## config.mk

```make
export PLATFORM = sky130hd
export DESIGN_NAME = mbf_coeff_loader_flat
export DESIGN_NICKNAME = d
export VERILOG_FILES = /design/src/rtl/mbf_coeff_loader_if.sv /design/src/rtl/mbf_coeff_loader.sv /design/src/flat_wrapper.sv
export SDC_FILE = /design/constraint.sdc
export NUM_CORES = 1
export LEC_CHECK = 0
export CAP_MARGIN = 15
export CELL_PAD_IN_SITES_DETAIL_PLACEMENT = 1
export CELL_PAD_IN_SITES_GLOBAL_PLACEMENT = 1
export CORE_UTILIZATION = 34
export CTS_CLUSTER_SIZE = 40
export DETAILED_ROUTE_END_ITERATION = 6
export GPL_ROUTABILITY_DRIVEN = 0
export GPL_TIMING_DRIVEN = 0
export PLACE_DENSITY_LB_ADDON = 0.3
export SLEW_MARGIN = 0
export SYNTH_ARGS = -nofsm -noshare
export SYNTH_HDL_FRONTEND = slang
export SYNTH_SLANG_ARGS = --single-unit
```

## constraint.sdc

```tcl
create_clock -name CLK -period 2.63 [get_ports CLK]
set_input_delay 0.789 -clock CLK [delete_from_list [all_inputs] [get_ports CLK]]
set_output_delay 0.789 -clock CLK [all_outputs]
set_load 0.05 [all_outputs]
```

## src/rtl/mbf_coeff_loader_if.sv

```systemverilog
// rtl/mbf_coeff_loader_if.sv - coefficient configuration handshake between loader and FIR filter
interface mbf_coeff_loader_if #(
    parameter int COEFF_WIDTH = 24
);
    logic                   isConfig;
    logic                   isConfigACK;
    logic                   isConfigDone;
    logic [COEFF_WIDTH-1:0] Data_Config_Out;

    modport master (
        output isConfig,
        output Data_Config_Out,
        input  isConfigACK,
        input  isConfigDone
    );

    modport slave (
        input  isConfig,
        input  Data_Config_Out,
        output isConfigACK,
        output isConfigDone
    );
endinterface

```

## src/rtl/mbf_coeff_loader.sv

```systemverilog
// rtl/mbf_coeff_loader.sv - shadow coefficient table and streaming initiator for the MBF FIR filter
module mbf_coeff_loader #(
    parameter int COEFF_WIDTH      = 24,
    parameter int FILTER_MAX_ORDER = 32,
    parameter int ADDR_WIDTH       = 6,
    parameter int TIMEOUT_CYCLES   = 255
) (
    input  logic                   CLK,
    input  logic                   nRST,
    input  logic                   Host_Wr_En,
    input  logic [ADDR_WIDTH-1:0]  Host_Wr_Addr,
    input  logic [COEFF_WIDTH-1:0] Host_Wr_Data,
    input  logic                   Load_Start,
    output logic                   Busy,
    output logic                   Load_Done,
    output logic                   Load_Err,
    mbf_coeff_loader_if.master     cfg
);

    localparam int NUM_WORDS = FILTER_MAX_ORDER + 2;
    localparam int IDX_W     = $clog2(NUM_WORDS);
    localparam int TMR_W     = $clog2(TIMEOUT_CYCLES + 1);

    typedef enum logic [2:0] {
        S_IDLE,
        S_REQ,
        S_STREAM,
        S_WAIT_DONE,
        S_FINISH,
        S_ERR
    } state_t;

    state_t                 state, state_nxt;
    logic [IDX_W-1:0]       idx, idx_nxt, idx_inc;
    logic [TMR_W-1:0]       timer, timer_nxt, timer_inc;
    logic                   timer_hit;
    logic                   is_config_q, is_config_nxt;
    logic [COEFF_WIDTH-1:0] data_q, data_nxt;
    logic                   busy_q, busy_nxt;
    logic                   done_q, done_nxt;
    logic                   err_q, err_nxt;
    logic                   wr_ok;

    logic [COEFF_WIDTH-1:0] coeff_tab [NUM_WORDS];

    assign idx_inc   = idx + 1'b1;
    assign timer_inc = (timer == TMR_W'(TIMEOUT_CYCLES)) ? timer : timer + 1'b1;
    // The count that would be reached this edge is the one that trips the timeout,
    // so the error outputs land exactly TIMEOUT_CYCLES cycles after the wait began.
    assign timer_hit = (timer_inc == TMR_W'(TIMEOUT_CYCLES));
    assign wr_ok     = Host_Wr_En && !busy_q && (Host_Wr_Addr < ADDR_WIDTH'(NUM_WORDS));

    // Shadow table: host writes only while idle, so streamed words never change mid-load
    always_ff @(posedge CLK or negedge nRST) begin
        if (!nRST) begin
            for (int i = 0; i < NUM_WORDS; i++) begin
                coeff_tab[i] <= '0;
            end
        end else if (wr_ok) begin
            coeff_tab[IDX_W'(Host_Wr_Addr)] <= Host_Wr_Data;
        end
    end

    // State and registered-output register
    always_ff @(posedge CLK or negedge nRST) begin
        if (!nRST) begin
            state       <= S_IDLE;
            idx         <= '0;
            timer       <= '0;
            is_config_q <= 1'b0;
            data_q      <= '0;
            busy_q      <= 1'b0;
            done_q      <= 1'b0;
            err_q       <= 1'b0;
        end else begin
            state       <= state_nxt;
            idx         <= idx_nxt;
            timer       <= timer_nxt;
            is_config_q <= is_config_nxt;
            data_q      <= data_nxt;
            busy_q      <= busy_nxt;
            done_q      <= done_nxt;
            err_q       <= err_nxt;
        end
    end

    // Next-state and next-output logic; error outputs are applied on the edge that enters ERR
    always_comb begin
        state_nxt     = state;
        idx_nxt       = idx;
        timer_nxt     = timer_inc;
        is_config_nxt = is_config_q;
        data_nxt      = data_q;
        busy_nxt      = busy_q;
        done_nxt      = 1'b0;
        err_nxt       = err_q;

        case (state)
            S_IDLE: begin
                if (Load_Start) begin
                    state_nxt     = S_REQ;
                    idx_nxt       = '0;
                    is_config_nxt = 1'b1;
                    data_nxt      = coeff_tab[0];
                    busy_nxt      = 1'b1;
                    err_nxt       = 1'b0;
                end
            end
            S_REQ: begin
                if (cfg.isConfigACK) begin
                    // Dropping the request here keeps the filter from re-entering config after Done
                    state_nxt     = S_STREAM;
                    is_config_nxt = 1'b0;
                    idx_nxt       = IDX_W'(1);
                    data_nxt      = coeff_tab[1];
                end else if (timer_hit) begin
                    state_nxt = S_ERR;
                end
            end
            S_STREAM: begin
                if (!cfg.isConfigACK) begin
                    state_nxt = S_ERR;
                end else if (idx == IDX_W'(NUM_WORDS - 1)) begin
                    state_nxt = S_WAIT_DONE;
                    data_nxt  = '0;
                end else begin
                    idx_nxt  = idx_inc;
                    data_nxt = coeff_tab[idx_inc];
                end
            end
            S_WAIT_DONE: begin
                if (cfg.isConfigDone) begin
                    state_nxt = S_FINISH;
                end else if (timer_hit) begin
                    state_nxt = S_ERR;
                end
            end
            S_FINISH: begin
                state_nxt = S_IDLE;
                done_nxt  = 1'b1;
                busy_nxt  = 1'b0;
            end
            S_ERR: begin
                state_nxt = S_IDLE;
            end
            default: begin
                state_nxt = S_IDLE;
            end
        endcase

        if (state_nxt == S_ERR || state == S_ERR) begin
            is_config_nxt = 1'b0;
            data_nxt      = '0;
            err_nxt       = 1'b1;
            busy_nxt      = 1'b0;
        end

        if (state_nxt != state) begin
            timer_nxt = '0;
        end
    end

    assign Busy                = busy_q;
    assign Load_Done           = done_q;
    assign Load_Err            = err_q;
    assign cfg.isConfig        = is_config_q;
    assign cfg.Data_Config_Out = data_q;

endmodule
```

## src/flat_wrapper.sv

```systemverilog
// flat-port wrapper written by rule: the top's interface ports become plain ports
module mbf_coeff_loader_flat 
#(
    parameter int COEFF_WIDTH      = 24,
    parameter int FILTER_MAX_ORDER = 32,
    parameter int ADDR_WIDTH       = 6,
    parameter int TIMEOUT_CYCLES   = 255
)
  (CLK, nRST, Host_Wr_En, Host_Wr_Addr, Host_Wr_Data, Load_Start, Busy, Load_Done, Load_Err, cfg_isConfig, cfg_Data_Config_Out, cfg_isConfigACK, cfg_isConfigDone);
  mbf_coeff_loader_if #(.COEFF_WIDTH(COEFF_WIDTH)) cfg_i ();
  input  logic CLK;
  input  logic nRST;
  input  logic Host_Wr_En;
  input  logic [ADDR_WIDTH-1:0] Host_Wr_Addr;
  input  logic [COEFF_WIDTH-1:0] Host_Wr_Data;
  input  logic Load_Start;
  output logic Busy;
  output logic Load_Done;
  output logic Load_Err;
  output wire logic [$bits(cfg_i.isConfig)-1:0] cfg_isConfig;
  output wire logic [$bits(cfg_i.Data_Config_Out)-1:0] cfg_Data_Config_Out;
  input wire logic [$bits(cfg_i.isConfigACK)-1:0] cfg_isConfigACK;
  input wire logic [$bits(cfg_i.isConfigDone)-1:0] cfg_isConfigDone;
  assign cfg_isConfig = cfg_i.isConfig;
  assign cfg_Data_Config_Out = cfg_i.Data_Config_Out;
  assign cfg_i.isConfigACK = cfg_isConfigACK;
  assign cfg_i.isConfigDone = cfg_isConfigDone;
  mbf_coeff_loader #(.COEFF_WIDTH(COEFF_WIDTH), .FILTER_MAX_ORDER(FILTER_MAX_ORDER), .ADDR_WIDTH(ADDR_WIDTH), .TIMEOUT_CYCLES(TIMEOUT_CYCLES)) u_core (.CLK(CLK), .nRST(nRST), .Host_Wr_En(Host_Wr_En), .Host_Wr_Addr(Host_Wr_Addr), .Host_Wr_Data(Host_Wr_Data), .Load_Start(Load_Start), .Busy(Busy), .Load_Done(Load_Done), .Load_Err(Load_Err), .cfg(cfg_i));
endmodule
```

==> results.md <==
- Initial antenna violation count: 4
- Post-DRT Antenna Nets: 0
- Power, Total: 47.1 mW
- Final Max Tran Viols: 0
- Synth Area in Simple Gates: 3.22%
- Die H: 347 um
- Endpoint class of the critical path: register
- DRT iter0 DRCs: 1643
- Synth Area in XOR/XNOR: 0.321%
- Type of origin of the critical path: input port
- Most common cell after layout, fill and taps aside: dfrtp_1
- Worst-margin pin slew: 0.853 ns
- Crit path required time: 3.16 ns
- Final cell count without fillers: 4518
- Synth Area in Adders: 0.0926%
- DRT Wirelength: 125000 um
- Vias in the first global route: 27.6k
- Starting Density: 34.3%
- Fillers: 11.6k
- PortBufs: 63
- FF/Latch Area: 21600 um2
- Grt total ovfl: 0
- Fmax: 381 MHz
- Unique cell type count in the Yosys netlist: 78
- Compound-gate portion of the synthesized area: 4.15%
- Synth Instances: 2699
- Pleak: 21.8 nW
- Drt first pass iters: 5
- Run status: completed
- Worst path cell trace: clkdlybuf4s50_1 > buf_2 > nor2_1 > nand2_1 > nor2_4 > clkbuf_4 > mux2_2
- Power per standard cell area: 974 nW/um2
- Worst min-delay path category: in2async
- Share of layout cells above drive strength 1: 50.5%
- CTS tree: done
- Clk sinks: 861
- Vias per std cell: 5.47
- Mean Syn Cell Area: 15.0 um2
- First-pass GRT wire length: 187000 um
- Synthesized area: 40500 um2
- Post-Place Setup Slack: -1.31 ns
- Placed Area: 43300 um2
- MaxCap Viol Count: 0
- Total Routing Usage GR: 20.7%
- Worst rel slew slack: 43.1%
- Peak supply drop: 561 uV
- Combinational family with the most area after synthesis: multiplexers
- Share of synthesized flip-flops with an asynchronous set or reset: 100%
- Total CTS buffers: 91
- Largest net degree at the start of global routing: 131
- Core area: 118000 um2
- # IOs: 64
- Final count of hold timing violations: 0
- Ys Warns: 0
- Slowest stage delay, CP: 0.50 ns
- Max FO, Critical Path: 10
- Prevailing post-synth register cell: dfrtp_1
- Fin crit period: 2.62 ns
- Post-synthesis sequential area ratio: 53.1%
- Post-route cell area: 48400 um2
- RSZ-0062 raised after global routing: yes
- Die Area: 121000 um2
- Top delay family on crit path: buffers and inverters
- # setup viols final: 0
- FP Rows: 126
- Crit Path Class: in2reg
- Most frequent cells in the layout: dfrtp_1, mux2_2, mux4_2
- Die W: 347 um
- Vias post-DR: 24.7k
- EDFF count, synth: 0
- Worst skew pair latency: 0.66 ns
- CTS max path bufs: 3
- Worst Path Arrival: 3.15 ns
- Clk pin slew, worst setup/hold paths: 0.06 ns
- # placed instances: 4306
- Mux cell area share after synthesis: 35.8%
- Root Buffer: clkbuf_16
- Fin crit share: 99.7%
- # nets final: 2941
- DP HPWL: 91600 um
- Avg WL per Cell: 27.6 um
- Clock skew: 0.0136 ns
- Slowest cell on crit path: clkdlybuf4s50_1
- Drt drc: 0
- Syn nets: 2738
- # H-tree levels: 3
- Area Overhead vs Synth: 19.3%
- Setup ws final: 0.00727 ns
- Crit path buffers/inverters: 3
- Synth Register Bits: 861
- Multi-input gate area: 18400 um2
## layout make-up
type                    instances  share of cell area [%]
multi-input cells            1576                    38.0
flip-flops and latches        861                    44.6
clock buffers                 136                    5.82
clock inverters                33                   0.957
well taps                    1536                    3.97
diodes                          4                  0.0207
plain buffers                 252                    4.00
repair buffers                113                    2.66
inverters                       7                  0.0543
## metrics by stage
| step | util, % | setup TNS, ns | hold slack (ns) |
|---|---|---|---|
| floorplan | - | 0 | 0.453 |
| global placement | 36.5 | - | 0.462 |
| detailed placement | 36.7 | -695.28 | 0.470 |
| CTS | 40.3 | -14.84 | 0.0197 |
| global route | 41.0 | -0.178 | 0.0441 |
| finish | 41.0 | 0 | 0.0354 |
## layer usage
metal  share of wire, %  vias up  track usage, %  wire [um]
met5              0.027        -               0         34
met4                2.3        4            6.05       2870
li1                   -    10500               -          -
met2                 48      523            33.5      60300
met1                 45    13500            28.7      55900
met3                4.4      181            3.16       5440
## cell families (layout without fill, tap and decap cells)
kind of cell	Yosys count	in the layout
AO/OA/AOI/OAI	212	212
XOR/XNOR	14	14
adder cells (fa/ha/maj)	3	3
buffers and inverters	262	541
flip-flops	861	861
multiplexers	1106	1106
other	0	4
AND/OR/NAND/NOR	241	241
## worst paths after layout
check / to / startpoint / slack (ns) / cells past startpoint
min: u_core.coeff_tab[152] / nRST / 0.04 / 1
min in group CLK: u_core.coeff_tab[629] / u_core.coeff_tab[629] / 0.48 / 1
max in group asynchronous: u_core.coeff_tab[667] / nRST / 0.50 / 4
max: u_core.coeff_tab[209] / Host_Wr_Addr[1] / 0.007 / 7
min reg2reg: u_core.coeff_tab[629] / u_core.coeff_tab[629] / 0.48 / 1
max reg2reg: u_core.coeff_tab[402] / u_core.Busy / 0.05 / 6
## cells in the mapped netlist, types with 3 or more instances
| cell type | count | area (um2) |
|---|---|---|
| a22o_1 | 24 | 210 |
| clkbuf_8 | 3 | 41.3 |
| and2_1 | 4 | 25.0 |
| a2111oi_0 | 5 | 43.8 |
| dfrtp_1 | 861 | 21500 |
| nand3_1 | 10 | 50.1 |
| nor3_1 | 13 | 65.1 |
| o22ai_1 | 24 | 150 |
| a2111oi_1 | 7 | 70.1 |
| buf_2 | 57 | 285 |
| nor2_4 | 7 | 78.8 |
| nand2_1 | 100 | 375 |
| nor2b_1 | 6 | 37.5 |
| or3_1 | 3 | 18.8 |
| inv_1 | 5 | 18.8 |
| a31oi_1 | 3 | 18.8 |
| nor2_1 | 36 | 135 |
| nor3_2 | 20 | 200 |
| o21ai_0 | 10 | 50.1 |
| xor2_1 | 7 | 61.3 |
| nand3b_1 | 7 | 52.6 |
| nor3b_1 | 3 | 22.5 |
| a22oi_1 | 24 | 180 |
| mux4_2 | 192 | 4320 |
| mux2_2 | 799 | 9000 |
| a2111oi_2 | 11 | 165 |
| buf_6 | 11 | 124 |
| or3b_2 | 3 | 26.3 |
| o32ai_1 | 23 | 201 |
| ha_1 | 3 | 37.5 |
| xnor2_1 | 6 | 52.6 |
| mux2i_1 | 72 | 721 |
| o211ai_1 | 24 | 180 |
| buf_1 | 11 | 41.3 |
| or2_2 | 3 | 18.8 |
| buf_4 | 30 | 225 |
| nand2b_1 | 9 | 56.3 |
| clkbuf_1 | 140 | 526 |
| mux2_1 | 43 | 484 |
| a21oi_1 | 33 | 165 |
| nand4_1 | 5 | 31.3 |
## state kept, by name (all words and copies together) (netlist names)
signal and count:
u_core.state 3, u_core.timer 8, u_core.Load_Err 1, u_core.coeff_tab 816, u_core.cfg.isConfig 1, u_core.cfg.Data_Config_Out 24, u_core.Load_Done 1, u_core.Busy 1
u_core.idx 6
## power breakdown
| group | switching, mW | internal (mW) | total (mW) |
|---|---|---|---|
| registers | 1.51 | 15.5 | 17.1 |
| clock network | 5.51 | 8.47 | 14.0 |
| logic | 8.48 | 7.59 | 16.1 |
| total | 15.5 | 31.6 | 47.1 |
## worst reg2reg max path, cell delays in order, from the launching register on
cell      delay (ns)
dfrtp_2         0.56
or3b_4          0.46
nor2b_1         0.14
clkbuf_1        0.18
nand3_1         0.39
clkbuf_4        0.41
mux2_2          0.33
## repair_timing
action / 4_1_cts / 5_1_grt
endpoints found under the setup margin: 725 / 590
resized for setup: 286 / 160
buffers inserted: 18 / 18
pin swaps: 11 / 13
hold buffers: 0 / 0
gates cloned: 2 / 4
Note: power is estimated with default switching activity, not from simulation.
